## src/rtl/param_alu_seq.sv

```systemverilog
// Sequential WIDTH-bit add/sub ALU with serial operand loading, signed overflow,
// optional unsigned saturation and chained accumulation while a result is held.
module param_alu_seq #(
  parameter int WIDTH    = 4,
  parameter bit SATURATE = 1'b0
) (
  input  logic             clk,
  input  logic             rst_n,
  input  logic             ena,
  input  logic [WIDTH-1:0] data_in,
  input  logic             load_a,
  input  logic             load_b,
  input  logic [1:0]       op,
  output logic [WIDTH-1:0] result,
  output logic             carry,
  output logic             overflow,
  output logic             ready,
  output logic             done,
  output logic [1:0]       state
);

  typedef enum logic [1:0] {
    IDLE     = 2'b00,
    LOADED_A = 2'b01,
    RES      = 2'b10,
    BAD      = 2'b11
  } state_t;

  state_t           st;
  logic [WIDTH-1:0] reg_a;
  logic             done_q;

  logic [WIDTH-1:0] x;
  logic [WIDTH:0]   full;
  logic [WIDTH-1:0] res_n;
  logic             c_n;
  logic             v_n;

  // In RESULT the stored (possibly clamped) result is the left operand, enabling chaining.
  assign x = (st == RES) ? result : reg_a;

  always_comb begin
    full  = op[0] ? ({1'b0, x} - {1'b0, data_in}) : ({1'b0, x} + {1'b0, data_in});
    c_n   = full[WIDTH];
    v_n   = op[0] ? ((x[WIDTH-1] != data_in[WIDTH-1]) && (full[WIDTH-1] != x[WIDTH-1]))
                  : ((x[WIDTH-1] == data_in[WIDTH-1]) && (full[WIDTH-1] != x[WIDTH-1]));
    res_n = full[WIDTH-1:0];
    if (SATURATE && c_n) res_n = op[0] ? '0 : '1;
  end

  always_ff @(posedge clk or negedge rst_n) begin
    if (!rst_n) begin
      st       <= IDLE;
      reg_a    <= '0;
      result   <= '0;
      carry    <= 1'b0;
      overflow <= 1'b0;
      done_q   <= 1'b0;
    end else if (!ena) begin
      done_q <= 1'b0;
    end else begin
      done_q <= 1'b0;
      case (st)
        IDLE: begin
          if (load_a) begin
            reg_a <= data_in;
            st    <= LOADED_A;
          end
        end
        LOADED_A: begin
          if (load_b) begin
            result   <= res_n;
            carry    <= c_n;
            overflow <= v_n;
            done_q   <= 1'b1;
            st       <= RES;
          end else if (load_a) begin
            reg_a <= data_in;
          end
        end
        RES: begin
          if (load_a) begin
            reg_a <= data_in;
            st    <= LOADED_A;
          end else if (load_b) begin
            if (op[1]) begin
              result   <= res_n;
              carry    <= c_n;
              overflow <= v_n;
              done_q   <= 1'b1;
            end
          end else begin
            st <= IDLE;
          end
        end
        default: st <= IDLE;
      endcase
    end
  end

  assign ready = (st == RES);
  assign done  = done_q & ena;
  assign state = st;

endmodule

```

## config.mk

```make
export PLATFORM = sky130hd
export DESIGN_NAME = param_alu_seq
export DESIGN_NICKNAME = d
export VERILOG_FILES = /design/src/rtl/param_alu_seq.sv
export SDC_FILE = /design/constraint.sdc
export NUM_CORES = 1
export LEC_CHECK = 0
export ABC_AREA = 0
export CAP_MARGIN = 10
export CORE_ASPECT_RATIO = 1.25
export CORE_MARGIN = 2
export CORE_UTILIZATION = 44
export CTS_CLUSTER_SIZE = 40
export DETAILED_ROUTE_END_ITERATION = 10
export PLACE_DENSITY = 0.74
export SYNTH_ARGS = -nofsm -noshare
export SYNTH_HDL_FRONTEND = slang
export SYNTH_SLANG_ARGS = --single-unit
```

## constraint.sdc

```tcl
create_clock -name clk -period 2.3 [get_ports clk]
set_input_delay 0.46 -clock clk [delete_from_list [all_inputs] [get_ports clk]]
set_output_delay 0.46 -clock clk [all_outputs]
set_load 0.02 [all_outputs]
```

==> summary.md <==
| Metric | Value |
|---|---|
| Routed via count | 792 |
| Final setup violating endpoints | 0 |
| Most frequent cells in the layout | sky130_fd_sc_hd__clkdlybuf4s50_1 (17), sky130_fd_sc_hd__buf_4 (15), sky130_fd_sc_hd__nand2_1 (11), sky130_fd_sc_hd__dfrtp_1 (11), sky130_fd_sc_hd__ha_1 (8) |
| Number of cell rows | 18 |
| Wirelength, routed | ~2000 µm |
| Worst reg2reg path depth | 8 |
| Fill cells | 146 |
| Inserted Diodes | 0 |
| Vias per std cell | between 5 and 6 |
| Clock root cell | sky130_fd_sc_hd__clkbuf_4 |
| Min cycle time layout | approximately 2.3 ns |
| Critical Path Max Stage Delay | 0.51 ns |
| Most common cell after layout, fill and taps aside | sky130_fd_sc_hd__clkdlybuf4s50_1 |
| Routed length per instance | 13.1 µm |
| Number of hold violations in the final report | 0 |
| Net count after synthesis | around 120 |
| Max Fclk | 444 MHz |
| Hold endpoint | result[0] |
| Post-synthesis sequential element count | 13 |
| Slew at the pin closest to its max-slew limit | 0.591 ns |
| Startpoint of the lowest-slack hold path | result[0] |
| Count of mapped cells out of synthesis | 94 |
| Antenna-violating nets left | 0 |
| Effective utilization at floorplan | between 40% and 50% |
| Portion of the post-synthesis area used by sequential elements | a little over a third |
| Power Density | ~1200 nW/µm² |
| Die area | around 2500 µm² |
| CP cell instances | inv_2 > ha_4 > mux2_4 > ha_4 > nand3b_1 > and3b_1 > or4b_4 > nand3_2 |
| Final standard cell count with taps included and fillers excluded | between 150 and 200 |
| Antenna violations before repair | 0 |
| Start of the worst register-to-register path | state[0] |
| Number of global-route vias before repair | ~760 |
| Share of the core filled with cells | about two thirds |
| Critical path class | reg -> reg |
| Count of cells along the worst hold path | 2 |
| # clock sinks | 13 |
| Post-detailed-route DRC marker count | 0 |
| First-pass GRT wire length | 3210 µm |
| Number of ports placed on the die boundary | 21 |
| CTS clock-pin slew for the worst setup and hold paths | around 0.090 ns |
| Run status | finished clean |
| Port Buffer Count | 20 |
| Die Wd | between 40 and 50 µm |
| Critical path required time | ~2.5 ns |
| Relative max-transition margin | around 60% |
| Top delay family on crit path | simple AND/OR/NAND/NOR gates |
| Nets | between 150 and 200 |
| Overflow left after global routing | 0 |
| Synth Cell Area | just over 900 µm² |
| Number of buffers inserted during clock tree synthesis | 3 |
| Maximum fanout along the worst path | 8 |
| Lkg Pwr | ~0.63 nW |
| Ratio of cells with drive above 1 in the final layout | between 20% and 30% |
| Largest area contributor in the netlist | sky130_fd_sc_hd__dfrtp_1 |
| Worst Path Arrival | 2.46 ns |
| Count of buffering cells on the critical path with inverters included | 1 |
| Crit path depth | 8 |
| Crit path top cell by count | sky130_fd_sc_hd__ha_4 |
| Iteration-0 DRC count of the detailed router | 8 |
| Global-route usage over all layers | 18.5% |
| Library cell contributing the largest single delay on the critical path | sky130_fd_sc_hd__or4b_4 |
| Post-synthesis area per instance | ~9.7 µm² |
| Placeable Area | 1960 µm² |
| Multi-input gate area in the final layout | between 600 and 700 µm² |
| Worst-case clock skew | 0.00521 ns |
| Synth warn | 0 |
| DPL Wire Length | roughly 1600 µm |
| Deepest level of the CTS H-tree | 1 |
| Final Wtd Congestion | 0.828 |
| Number of detailed-routing iterations run before antenna repair | 4 |
| Critical path startpoint category | register |
| Clock latency on the worst-skew pair | about 0.28 ns |
| Largest net degree at the start of global routing | 14 |
| Signed area change from the synthesized netlist to the final layout | 45.8% |
| TritonCTS clock tree | built |
| Worst voltage drop across the vdd grid | 0.628 mV |
| Number of distinct standard cells referenced by the synthesized netlist | 28 |
| Ratio of final minimum period to clock period | between 90 and 100% |
| Sort of element at the end of the critical path | register |
| Number of max-capacitance violations reported | 0 |
| Maximum root-to-sink buffer count | 2 |
| Worst min path class | reg -> reg |
| Unrepaired setup endpoints after global routing | yes |
| Final number of max-transition violations | 0 |
| Ranking of synthesized cells by area | sky130_fd_sc_hd__dfrtp_1 (36%), sky130_fd_sc_hd__ha_1 (14%), sky130_fd_sc_hd__mux2_2 (6.2%) |
| Minimum setup slack among reg-to-reg paths | ~0.05 ns |
| Area share of the largest cell type after synthesis | a little over a third |
| Die Height | ~55 µm |
| Number of placed cells counting well taps | about 140 |
| End of the worst register-to-register path | overflow |
| Sequential cell area | between 300 and 400 µm² |
[synth_stat cells]
cell and n:
sky130_fd_sc_hd__inv_1 8, sky130_fd_sc_hd__and3b_1 1, sky130_fd_sc_hd__nor3_1 1, sky130_fd_sc_hd__o31ai_1 2
sky130_fd_sc_hd__fa_1 1, sky130_fd_sc_hd__mux2_2 5, sky130_fd_sc_hd__nor2_1 5, sky130_fd_sc_hd__o21ai_0 7
sky130_fd_sc_hd__dfrtp_1 13, sky130_fd_sc_hd__nand3_1 3, sky130_fd_sc_hd__o221ai_1 1, sky130_fd_sc_hd__mux2i_1 2
sky130_fd_sc_hd__a21oi_1 5, sky130_fd_sc_hd__buf_6 2, sky130_fd_sc_hd__o2111ai_1 1, sky130_fd_sc_hd__nor2b_1 1
sky130_fd_sc_hd__ha_1 10, sky130_fd_sc_hd__nand2_1 11, sky130_fd_sc_hd__xor2_1 2, sky130_fd_sc_hd__nand4b_1 1
sky130_fd_sc_hd__nand2b_4 1, sky130_fd_sc_hd__xnor2_1 2, sky130_fd_sc_hd__and2_1 1, sky130_fd_sc_hd__a31oi_1 1
sky130_fd_sc_hd__a21o_1 3, sky130_fd_sc_hd__or4b_1 1, sky130_fd_sc_hd__nand3b_1 2, sky130_fd_sc_hd__a21boi_0 1
[sequential cells by signal, summed over array words and instances (netlist names)]
register and flops:
carry 1, result 4, done_q 1, state 2
reg_a 4, overflow 1
[cells by family (layout without fill, tap and decap cells)]
logic type      after synthesis  count (layout)  synth area share (%)
xor+xnor                      4               4                  3.84
compound gates               21              21                  14.1
flops                        13              13                  35.7
mux                           7               7                  8.37
simple gates                 28              28                  16.3
buf+inv                      10              47                  5.76
fa+ha+maj                    11              11                  15.9
[metrics by stage]
| step | setup WS [ns] | instance area, µm² | setup TNS [ns] | hold WS (ns) | power, W |
|---|---|---|---|---|---|
| floorplan | -0.0200 | 947 | -0.0200 | 0.164 | 0.00102 |
| global placement | -0.365 | 1240 | -1.08 | 0.470 | 0.00137 |
| CTS | 0.0565 | 1280 | 0 | 0.514 | 0.00156 |
| global route | -0.0153 | 1330 | -0.0153 | 0.544 | 0.00173 |
| detailed placement | -0.393 | 1240 | -1.19 | 0.495 | 0.00141 |
| finish | 0.0498 | 1330 | 0 | 0.510 | 0.00160 |
[report_power, final]
group | total, W | switching [W] | internal, W
combinational | 0.00105 | 0.000496 | 0.000554
sequential | 0.000412 | 0.0000806 | 0.000332
clock | 0.000143 | 0.0000783 | 0.0000644
[worst min-delay path: cells and delay by family, from the launching register on]
| family | cells | cell delay (ns) |
|---|---|---|
| DFF | 1 | 0.37 |
| AOI/OAI and AO/OA | 1 | 0.06 |
| and+or+nand+nor | 1 | 0.05 |
[worst max path at each step]
stage | start | endpoint | slack (ns)
floorplan | state[0] | overflow | -0.02
global placement | data_in[0] | overflow | -0.37
detailed placement | data_in[0] | carry | -0.39
CTS | data_in[2] | overflow | 0.06
global route | state[0] | overflow | -0.02
finish | state[0] | overflow | 0.05
[layer usage]
layer	wire length, µm	vias to the layer above	part of all wire, %	global-route usage (%)
li1	-	405	-	-
met1	799	365	40	20.4
met2	1080	20	55	35.5
met3	75	2	3.8	0.974
met4	19	0	0.96	9.09
met5	0	-	0	0
[what timing repair did]
| item | in CTS | in global routing |
|---|---|---|
| gates cloned | 0 | 0 |
| pin swaps | 5 | 5 |
| endpoints found under the setup margin | 2 | 1 |
| buffers inserted | 1 | 2 |
| hold buffers | 0 | 0 |
| gates resized for setup | 4 | 8 |
[final cells by class]
| type | instances | area share (%) |
|---|---|---|
| Sequential cell | 13 | 24.6 |
| Clock inverter | 1 | 0.376 |
| Tap cell | 20 | 1.88 |
| Timing Repair Buffer | 35 | 23.5 |
| Inverter | 8 | 2.26 |
| Clock buffer | 3 | 1.69 |
| Multi-Input combinational cell | 71 | 45.6 |
Note: power is estimated with default switching activity, not from simulation.
==> patch, RTL diff (same settings) <==
Set the parameter `WIDTH` to 6 (it was 4).
--- a/src/rtl/param_alu_seq.sv
+++ b/src/rtl/param_alu_seq.sv
@@ -1,7 +1,7 @@
 // Sequential WIDTH-bit add/sub ALU with serial operand loading, signed overflow,
 // optional unsigned saturation and chained accumulation while a result is held.
 module param_alu_seq #(
-  parameter int WIDTH    = 4,
+  parameter int WIDTH    = 6,
   parameter bit SATURATE = 1'b0
 ) (
   input  logic             clk,
Ports: changed (resized data_in and result); port bits go from 21 to 25. No check against the original RTL was run, so the function may have changed too.
==> patch against the unedited design <==
The run now ends with negative setup slack left; sequential cell count is 4 higher; total power rose by 56%; first-iteration DRC count is 75% higher; cell area grew 46%; synthesized area up 34%; worst setup slack got worse by 0.26 ns; wire length is 71% higher; combinational power up 73%; critical path type is now primary input to register; largest cell class unchanged.
==> patch: results (changes against the unedited design) <==
stage	metric	value	unit	change
min_path	Hold WC Path Type	primary input to asynchronous set/reset pin		
yosys	syn avg cell area	9.52	um2	-1.9%
yosys	register area share after synthesis	0.349		-0.00758
placed_design	DP Cell Count	206		+43%
run_status	status	finished, violations left		
detailed_routing	Initial DRC Count	14		+6
global_route	global-route usage over all layers	0.239		+0.0542
detailed_routing	via count	1202		+52%
final_layout	layout cells sized above 1	0.384		+0.109
placed_design	hpwl dp	2.54	mm	+58%
global_route	largest net degree at the start of global routing	15		+1
detailed_routing	WL met2	1.81	mm	+67%
sta	worst setup margin	-0.211	ns	-0.261 ns
detailed_routing	WL met3	112	um	+49%
power	worst vdd ir	848	uV	+35%
detailed_routing	drt total wl	3.38	mm	+71%
yosys	ys async rst share	1.00		unchanged
placed_design	placer congestion estimate	0.791		-4.4%
clock_tree	clock transition at the registers of the reported paths	0.09	ns	about the same
detailed_routing	Pre-antenna DRT Iters	5		+1
sta	min Tclk post-route	2.51	ns	+0.261 ns
yosys	post-synth net total	154		+33%
setup_path	critical-path maximum fanout	4		-4
yosys	top cells by area, synth	dfrtp_1 35%, ha_1 12%, mux2_2 6.5%		
setup_path	flop2flop setup slack	-0.20	ns	-0.25 ns
yosys	Netlist cell types	40		+43%
placed_design	Place WS	-0.672	ns	-0.279 ns
placed_design	DP Area	0.00178	mm2	+43%
sta	sum of negative setup slack	-0.526	ns	-0.526 ns
global_route	first-pass GRT wire length	5.75	mm	+79%
sta	Worst-Margin Slew	0.365	ns	-0.226 ns
sta	skew final	0.00405	ns	-0.00116 ns
setup_path	CP arrival	2.75	ns	+0.29 ns
yosys	commonest cells in the netlist	17 x dfrtp_1, 14 x nand2_1, 13 x o21ai_0, 12 x ha_1, 11 x inv_1		
sta	Final Setup Violations	4		+4
power	Static Leak	0.893	nW	+42%
placed_design	I/O Buffers	24		+20%
setup_path	FF-to-FF path depth	10		+2
run_status	failing checks	negative setup slack		
detailed_routing	via/cell ratio	5.49		+4.6%
detailed_routing	DRT met1 WL	1.37	mm	+72%
## patch: changes by cell type after synthesis, sizes merged, moves of 3 or more
| cell | before | now |
|---|---|---|
| dfrtp | 13 | 17 |
| inv | 8 | 11 |
| nand2 | 11 | 14 |
| nor2b | 1 | 4 |
| o21ai | 7 | 14 |
## patch: worst max path at each step
stage | startpoint | to | slack (ns) | depth (start not counted)
floorplan | state[0] | overflow | -0.21 | 10
global placement | data_in[0] | overflow | -0.64 | 11
global route | state[0] | overflow | -0.35 | 10
CTS | state[0] | overflow | -0.17 | 11
finish | op[0] | overflow | -0.21 | 10
detailed placement | data_in[1] | overflow | -0.67 | 11
## patch: timing repair
action / in CTS / in global routing
setup buffers: 6 / 3
setup endpoints to repair: 5 / 6
cloned: 0 / 0
gates resized for setup: 13 / 6
pin swaps: 7 / 5
## patch: cell families (layout without fill, tap and decap cells)
group                    Yosys count  after routing  synth area share
AND/OR/NAND/NOR                   36             36             0.155
AO/OA/AOI/OAI                     33             33             0.185
flip-flops                        17             17             0.349
buffers and inverters             14             71            0.0472
adder cells (fa/ha/maj)           13             13             0.140
multiplexers                       9              9            0.0811
XOR/XNOR                           6              6            0.0431
## patch: layout make-up
type,instances,area (um2)
Tap cell,34,42.5
Inverter,11,41.3
Fill cell,193,711
Sequential cell,17,428
Timing Repair Buffer,56,503
Multi-Input combinational cell,97,902
Clock buffer,4,26.3
## patch: through the flow
step	hold WS [ns]	power, W	utilization
after floorplan	0.164	0.00154	-
after global placement	0.466	0.00208	0.669
after detailed placement	0.474	0.00215	0.669
after CTS	0.347	0.00243	0.716
after global routing	0.335	0.00271	0.732
final	0.349	0.00250	0.732
## patch: critical path, stage by stage
cell	delay (ns)
clkdlybuf4s50_1	0.48
buf_4	0.19
a31oi_2	0.19
xnor2_2	0.16
ha_4	0.23
nor3b_1	0.17
a311o_1	0.17
a311oi_2	0.06
or4_1	0.53
nand3_1	0.09
## patch: where the power goes
group,switching [W],total [W],internal (W),leakage (nW)
registers,0.0000960,0.000527,0.000431,0.210
clock network,0.0000926,0.000160,0.0000676,0.0150
logic,0.000827,0.00182,0.000990,0.667
## patch: per-layer routing
| metal | global-route usage | vias up |
|---|---|---|
| met1 | 0.276 | 578 |
| met2 | 0.432 | 42 |
| met4 | 0.111 | 0 |
| met5 | 0 | - |
| li1 | - | 573 |
| met3 | 0.0167 | 9 |
